--- src/rtl/lcd_wr_arbiter_if.sv ---
// Client write ports, frame-buffer write port and display-sequencer
// handshake of the LCD write arbiter.
interface lcd_wr_arbiter_if;
    localparam int unsigned AW = 5;
    localparam int unsigned DW = 8;

    logic          REQ0;
    logic          REQ1;
    logic [AW-1:0] ADR0;
    logic [AW-1:0] ADR1;
    logic [DW-1:0] DAT0;
    logic [DW-1:0] DAT1;
    logic          ACK0;
    logic          ACK1;
    logic          WE;
    logic [AW-1:0] WADR;
    logic [DW-1:0] WDAT;
    logic          LCD_BUSY;
    logic          LCD_START;
    logic          DIRTY;

    modport master (
        output REQ0, REQ1, ADR0, ADR1, DAT0, DAT1, LCD_BUSY,
        input  ACK0, ACK1, WE, WADR, WDAT, LCD_START, DIRTY
    );

    modport slave (
        input  REQ0, REQ1, ADR0, ADR1, DAT0, DAT1, LCD_BUSY,
        output ACK0, ACK1, WE, WADR, WDAT, LCD_START, DIRTY
    );
endinterface

--- src/rtl/lcd_wr_arbiter.sv ---
// Two-client round-robin writer into the LCD frame buffer, plus a
// holdoff/age based refresh trigger for the display sequencer.
module lcd_wr_arbiter #(
    parameter int unsigned HOLDOFF = 15,
    parameter int unsigned MAXLAT  = 1023
) (
    input logic             C,
    input logic             nR,
    lcd_wr_arbiter_if.slave bus
);
    localparam int unsigned AW = 5;
    localparam int unsigned DW = 8;
    localparam int unsigned HW = 8;
    localparam int unsigned GW = 12;

    localparam logic [HW-1:0] HOLD_LD = HW'(HOLDOFF);
    localparam logic [GW-1:0] AGE_LIM = GW'(MAXLAT);
    localparam logic [GW-1:0] AGE_MAX = '1;

    typedef enum logic {ARB = 1'b0, WR = 1'b1} state_t;

    state_t        state;
    state_t        state_nx;
    logic          gnt_vld_c;
    logic          gnt_c;
    logic          start_c;
    logic          last;
    logic          we;
    logic          ack0;
    logic          ack1;
    logic          dirty;
    logic [AW-1:0] wadr;
    logic [DW-1:0] wdat;
    logic [HW-1:0] hcnt;
    logic [GW-1:0] age;

    always_ff @(posedge C or negedge nR) begin
        if (!nR) state <= ARB;
        else     state <= state_nx;
    end

    // Grant decode: a lone requester wins, a tie goes to the client not served last.
    always_comb begin
        state_nx  = state;
        gnt_vld_c = 1'b0;
        gnt_c     = 1'b0;
        case (state)
            ARB: begin
                if (bus.REQ0 && bus.REQ1) begin
                    gnt_vld_c = 1'b1;
                    gnt_c     = ~last;
                end else if (bus.REQ0 || bus.REQ1) begin
                    gnt_vld_c = 1'b1;
                    gnt_c     = bus.REQ1;
                end
                if (gnt_vld_c) state_nx = WR;
            end
            WR: state_nx = ARB;
        endcase
    end

    // Refresh is only ever requested between writes, never in a WE cycle.
    assign start_c = !we && dirty && !bus.LCD_BUSY && ((hcnt == '0) || (age >= AGE_LIM));

    always_ff @(posedge C or negedge nR) begin
        if (!nR) begin
            last  <= 1'b1;
            we    <= 1'b0;
            ack0  <= 1'b0;
            ack1  <= 1'b0;
            wadr  <= '0;
            wdat  <= '0;
            dirty <= 1'b0;
            hcnt  <= '0;
            age   <= '0;
        end else begin
            we   <= (state_nx == WR);
            ack0 <= gnt_vld_c && !gnt_c;
            ack1 <= gnt_vld_c && gnt_c;
            if (gnt_vld_c) begin
                last <= gnt_c;
                wadr <= gnt_c ? bus.ADR1 : bus.ADR0;
                wdat <= gnt_c ? bus.DAT1 : bus.DAT0;
            end
            if (we) begin
                dirty <= 1'b1;
                hcnt  <= HOLD_LD;
            end else begin
                if (start_c) dirty <= 1'b0;
                if (dirty && (hcnt != '0)) hcnt <= hcnt - HW'(1);
            end
            if (start_c)                          age <= '0;
            else if (dirty && (age != AGE_MAX))   age <= age + GW'(1);
        end
    end

    assign bus.WE        = we;
    assign bus.ACK0      = ack0;
    assign bus.ACK1      = ack1;
    assign bus.WADR      = wadr;
    assign bus.WDAT      = wdat;
    assign bus.DIRTY     = dirty;
    assign bus.LCD_START = start_c;
endmodule
--- src/flat_wrapper.sv ---
// flat-port wrapper written by rule: the top's interface ports become plain ports
module lcd_wr_arbiter_flat 
#(
    parameter int unsigned HOLDOFF = 15,
    parameter int unsigned MAXLAT  = 1023
)
  (C, nR, bus_REQ0, bus_REQ1, bus_ADR0, bus_ADR1, bus_DAT0, bus_DAT1, bus_LCD_BUSY, bus_ACK0, bus_ACK1, bus_WE, bus_WADR, bus_WDAT, bus_LCD_START, bus_DIRTY);
  lcd_wr_arbiter_if bus_i ();
  input logic C;
  input logic nR;
  input wire logic [$bits(bus_i.REQ0)-1:0] bus_REQ0;
  input wire logic [$bits(bus_i.REQ1)-1:0] bus_REQ1;
  input wire logic [$bits(bus_i.ADR0)-1:0] bus_ADR0;
  input wire logic [$bits(bus_i.ADR1)-1:0] bus_ADR1;
  input wire logic [$bits(bus_i.DAT0)-1:0] bus_DAT0;
  input wire logic [$bits(bus_i.DAT1)-1:0] bus_DAT1;
  input wire logic [$bits(bus_i.LCD_BUSY)-1:0] bus_LCD_BUSY;
  output wire logic [$bits(bus_i.ACK0)-1:0] bus_ACK0;
  output wire logic [$bits(bus_i.ACK1)-1:0] bus_ACK1;
  output wire logic [$bits(bus_i.WE)-1:0] bus_WE;
  output wire logic [$bits(bus_i.WADR)-1:0] bus_WADR;
  output wire logic [$bits(bus_i.WDAT)-1:0] bus_WDAT;
  output wire logic [$bits(bus_i.LCD_START)-1:0] bus_LCD_START;
  output wire logic [$bits(bus_i.DIRTY)-1:0] bus_DIRTY;
  assign bus_i.REQ0 = bus_REQ0;
  assign bus_i.REQ1 = bus_REQ1;
  assign bus_i.ADR0 = bus_ADR0;
  assign bus_i.ADR1 = bus_ADR1;
  assign bus_i.DAT0 = bus_DAT0;
  assign bus_i.DAT1 = bus_DAT1;
  assign bus_i.LCD_BUSY = bus_LCD_BUSY;
  assign bus_ACK0 = bus_i.ACK0;
  assign bus_ACK1 = bus_i.ACK1;
  assign bus_WE = bus_i.WE;
  assign bus_WADR = bus_i.WADR;
  assign bus_WDAT = bus_i.WDAT;
  assign bus_LCD_START = bus_i.LCD_START;
  assign bus_DIRTY = bus_i.DIRTY;
  lcd_wr_arbiter #(.HOLDOFF(HOLDOFF), .MAXLAT(MAXLAT)) u_core (.C(C), .nR(nR), .bus(bus_i));
endmodule
--- config.mk ---
export PLATFORM = sky130hd
export DESIGN_NAME = lcd_wr_arbiter_flat
export DESIGN_NICKNAME = d
export VERILOG_FILES = /design/src/rtl/lcd_wr_arbiter_if.sv /design/src/rtl/lcd_wr_arbiter.sv /design/src/flat_wrapper.sv
export SDC_FILE = /design/constraint.sdc
export NUM_CORES = 1
export LEC_CHECK = 0
export CORE_ASPECT_RATIO = 0.6
export CORE_MARGIN = 5
export CORE_UTILIZATION = 49
export CTS_CLUSTER_SIZE = 12
export DETAILED_ROUTE_END_ITERATION = 6
export GPL_TIMING_DRIVEN = 1
export PLACE_DENSITY = 0.91
export SLEW_MARGIN = 40
export SYNTH_ARGS = -nofsm -noshare
export SYNTH_HDL_FRONTEND = slang
export SYNTH_SLANG_ARGS = --single-unit
--- constraint.sdc ---
create_clock -name C -period 2.2 [get_ports C]
set_input_delay 0.44 -clock C [delete_from_list [all_inputs] [get_ports C]]
set_output_delay 0.44 -clock C [all_outputs]
set_load 0.02 [all_outputs]
=== Word-level counts from Yosys, hierarchy flattened ===
Index checks and enable logic that the tools add are counted.

* Mux-type cells: 17
* Reductions and logical operators: 18
* Bitwise operators: 2
* Magnitude comparators: 1
* Eq/ne operators: 1
* $add $sub $neg: 2

{| class="wikitable"
|+ Operators with widths
! kind !! count
|-
| $mux W12 || 2
|-
| $mux W8 || 3
|-
| $add A12 B1 Y12 const B || 1
|-
| $ge A12 B10 Y1 const B || 1
|-
| $ne A12 B12 Y1 const B || 1
|-
| $mux W1 || 10
|-
| $logic_and A1 B1 Y1 || 8
|-
| $logic_not A8 Y1 || 1
|-
| $reduce_bool A8 Y1 || 1
|-
| $sub A8 B1 Y8 const B || 1
|-
| $reduce_bool A2 Y1 || 3
|-
| $mux W5 || 1
|-
| $logic_not A1 Y1 || 3
|-
| $logic_or A1 B1 Y1 || 2
|-
| $not A1 Y1 || 2
|-
| $pmux W1 S2 || 1
|}

* Bits of input ports: 31
* Word-level logic and storage cells: 50
* Output and inout bits: 18
* Register bits after elaboration: 38

=== Longest topological paths before layout ===
* Depth after elaboration: 6
* Mapped depth: 7

=== Least setup slack after synthesis ===
OpenSTA, ideal clock, no wires.

* Path type: register -> output
* From: register u_core.hcnt[0]
* To: output bus_LCD_START
* Data required time: 1.760 ns
* Stages on the path, launching flop included: 7
* Buffers on the path: 1
* Data arrival time: 1.611 ns
* Setup slack: 0.149 ns
* Cells stage by stage: dfrtp_1 -> inv_1 -> ha_1 -> or4b_4 -> o21ai_2 -> o211a_4 -> buf_12

* Word-level cells in the longest chain between the ends: 3

{| class="wikitable"
|+ Ends and longest elaborated chain
! item !! RTL line !! text
|-
| start, declared || lcd_wr_arbiter.sv:34 || <nowiki>logic [HW-1:0] hcnt;</nowiki>
|-
| start signal, assigned || lcd_wr_arbiter.sv:90 || <nowiki>if (dirty && (hcnt != '0)) hcnt <= hcnt - HW'(1);</nowiki>
|-
| $logic_not A8 Y1 || lcd_wr_arbiter.sv:63 || <nowiki>assign start_c = !we && dirty && !bus.LCD_BUSY && ((hcnt == '0) || (age >= AGE_LIM));</nowiki>
|-
| $logic_or A1 B1 Y1 || lcd_wr_arbiter.sv:63 ||
|-
| $logic_and A1 B1 Y1 || lcd_wr_arbiter.sv:63 ||
|-
| end, declared || flat_wrapper.sv:23 || <nowiki>output wire logic [$bits(bus_i.LCD_START)-1:0] bus_LCD_START;</nowiki>
|}

Every way passes these cells.

=== Worst setup path in the final report ===
* From: register u_core.hcnt[1]
* To: output bus_LCD_START

The elaborated chain is that of the path after synthesis.

==> flow_metrics.env <==
export IMPL_outcome="complete, but fails checks"
export IMPL_violations="setup timing"
export IMPL_vias=1823
export IMPL_mostFrequentLayoutCell="clkdlybuf4s50_1"
export IMPL_grt_pass1_wl_mm=8.74
export IMPL_power_total_w=0.00283
export IMPL_setup_violations_final=1
export IMPL_synth_area_per_cell_um2=9.80
export IMPL_dieArea_mm2=0.00538
export IMPL_yosys_mux_area_fraction_pct=1.54
export IMPL_numClockSinks=38
export IMPL_start_util_pct=52.1
export IMPL_htreeDepth=2
export IMPL_synth_ff_type="dfrtp_1"
export IMPL_fillers=256
export IMPL_ys_seq_area_share_pct=48.8
export IMPL_cellPowerDensity_mw_per_mm2=1030
export IMPL_rsz0062_at_grt="true"
export IMPL_dr_first_iter_drc_count=110
export IMPL_track_usage_pct=20.8
export IMPL_ys_types=47
export IMPL_area_growth_pct=41.0
export IMPL_antenna_found_initial=0
export IMPL_synth_fa_ha_area_share_pct=1.92
export IMPL_dp_cells=310
export IMPL_grt_max_degree=39
export IMPL_viasPerCell=5.66
export IMPL_port_buffers=48
export IMPL_fin_cells=322
export IMPL_synth_area_mm2=0.00195
export IMPL_cts_made_buffers=5
export IMPL_ant_nets=0
export IMPL_die_h_um=58.9
export IMPL_fmax_mhz=432
export IMPL_final_max_slew_violation_count=0
export IMPL_clockBufferDepth=2
export IMPL_p_leak_nw=1.17
export IMPL_dpl_hpwl_mm=3.95
export IMPL_finClkSkew_ns=0.00568
export IMPL_seq_area_um2=952
export IMPL_drive_gt1_share_pct=20.4
export IMPL_criticalPathCategory="flop to output pin"
export IMPL_die_width_um=91.5
export IMPL_cts_hold_fix_buffers=0
export IMPL_cts_clk_slew_worst_paths_ns=0.07
export IMPL_synth_top_family_by_area="simple AND/OR/NAND/NOR gates"
export IMPL_multiInputGateArea_um2=936
export IMPL_final_nets=308
export IMPL_syn_nets=233
export IMPL_grt_ovfl_total=0
export IMPL_crit_fanout=3
export IMPL_io_pins=49
export IMPL_cp_start_kind="flop"
export IMPL_gp_congestion=0.827
export IMPL_core_area_mm2=0.00374
export IMPL_worst_slew_pin_slew_ns=0.559
export IMPL_drcViolationCount=0
export IMPL_ys_ff_latch=38
export IMPL_finalCriticalPeriod_ns=2.31
export IMPL_ir_worst_vdd_mv=0.587
export IMPL_root_buffer="clkbuf_8"
export IMPL_synth_compound_area_share_pct=20.3
export IMPL_antenna_cells=0
export IMPL_yosysWarnings=0
export IMPL_fin_crit_sh_pct=105
export IMPL_end_kind="output pin"
export IMPL_max_cap_violations=0
export IMPL_reg2regPathDepth=7
export IMPL_synth_edf_count=0
export IMPL_wire_per_inst_um=17.0
export IMPL_slew_headroom_pct=62.4
export IMPL_async_flop_share_pct=100
export IMPL_first_global_vias=1784
export IMPL_timing_final_ws_setup_ns=-0.112
export IMPL_placementRows=17
export IMPL_arrival_ns=1.87
export IMPL_synth_xor_xnor_area_share_pct=2.69
export IMPL_synth_cells=199
export IMPL_mostFrequentLayoutCells="clkdlybuf4s50_1 (46), dfrtp_1 (37), buf_4 (29), nor2_1 (26), a21oi_1 (20)"
export IMPL_hp_class="primary input to asynchronous set/reset pin"
export IMPL_worst_ep_required_time_ns=1.76
export IMPL_cts_tree="done"
export IMPL_worstSkewPairLatency_ns=0.29
export IMPL_drtPass1Iterations=5
export IMPL_synth_simple_area_share_pct=20.5
export IMPL_hold_viol_final=0
export IMPL_wl_mm=5.46
==> Yosys cell counts (all sizes together), types with 3 or more instances <==
| cell type | n | area share (%) |
|---|---|---|
| inv | 6 | 1.2 |
| nor2 | 27 | 5.3 |
| or4 | 3 | 1.2 |
| dfrtp | 37 | 47 |
| a211oi | 4 | 2.3 |
| xor2 | 5 | 2.2 |
| nand2 | 19 | 3.7 |
| ha | 3 | 1.9 |
| o21ai | 20 | 5.5 |
| clkbuf | 3 | 0.58 |
| nand3 | 5 | 1.8 |
| mux2i | 3 | 1.5 |
| a21oi | 20 | 5.1 |
| nor4 | 3 | 1.3 |
| nor3 | 5 | 1.3 |
| buf | 5 | 2.5 |
| o31ai | 3 | 1.2 |
| nand4 | 3 | 0.96 |
==> routing by layer <==
layer	track usage [%]	up-vias	share of wire, %
li1	-	874	-
met1	28.0	852	45
met2	33.7	82	46
met3	4.34	15	7.4
met4	6.90	0	1.4
met5	0	-	0
==> cells by family after synthesis <==
kind of cell / Yosys count
simple gates: 77
compound gates: 58
mux: 3
xor+xnor: 6
flops: 38
fa+ha+maj: 3
buf+inv: 14
==> where the power goes <==
group          internal, W  switching (W)
clock network     0.000253       0.000247
registers         0.000896       0.000152
logic             0.000608       0.000679
==> worst max-delay path, cell delays in order (launching register included) <==
cell     delay [ns]
dfrtp_1        0.39
inv_2          0.09
ha_4           0.14
or4b_4         0.49
o21ai_4        0.16
o211a_4        0.18
buf_6          0.11
==> worst paths after layout <==
kind,startpoint,end,slack [ns]
min reg2reg,u_core.bus.WDAT[3],u_core.bus.WDAT[3],0.48
min in group C,u_core.bus.WDAT[3],u_core.bus.WDAT[3],0.48
min,nR,u_core.age[0],0.1
max reg2reg,u_core.hcnt[1],u_core.hcnt[3],0.25
max in group asynchronous,nR,u_core.last,1.74
max,u_core.hcnt[1],bus_LCD_START,-0.11
==> area by class of cell <==
class / instances / share of cell area, %
clock inverter: 1 / 0.182
sequential: 38 / 34.6
inverter: 6 / 0.819
multi-input combinational: 147 / 34.0
tap: 47 / 2.14
clock buffer: 7 / 3.14
timing repair buffer: 76 / 25.1
==> flip-flops by register name (all words and copies together), names as in the netlist <==
signal            count
u_core.bus.WDAT       8
u_core.hcnt           8
u_core.last           1
u_core.bus.ACK0       1
u_core.age           12
u_core.bus.ACK1       1
u_core.bus.WADR       5
u_core.bus.DIRTY      1
u_core.state          1
==> per-stage QoR <==
step	hold slack [ns]	setup slack [ns]	area, µm²	TNS (ns)	util (%)
finish	0.0999	-0.112	2750	-0.112	73.5
detailed placement	0.432	-0.303	2610	-0.303	69.7
CTS	0.116	-0.125	2740	-0.125	73.1
global placement	0.462	-0.252	2610	-0.252	69.6
global route	0.144	-0.145	2750	-0.145	73.5
floorplan	0.144	0.149	1950	0	-
==> what timing repair did <==
action / 4_1_cts / 5_1_grt
gates resized for setup: 11 / 0
pin swaps: 3 / 2
cloned: 0 / 0
buffers inserted: 2 / 2
endpoints found under the setup margin: 1 / 1
Power figures use the tool's default switching activity.
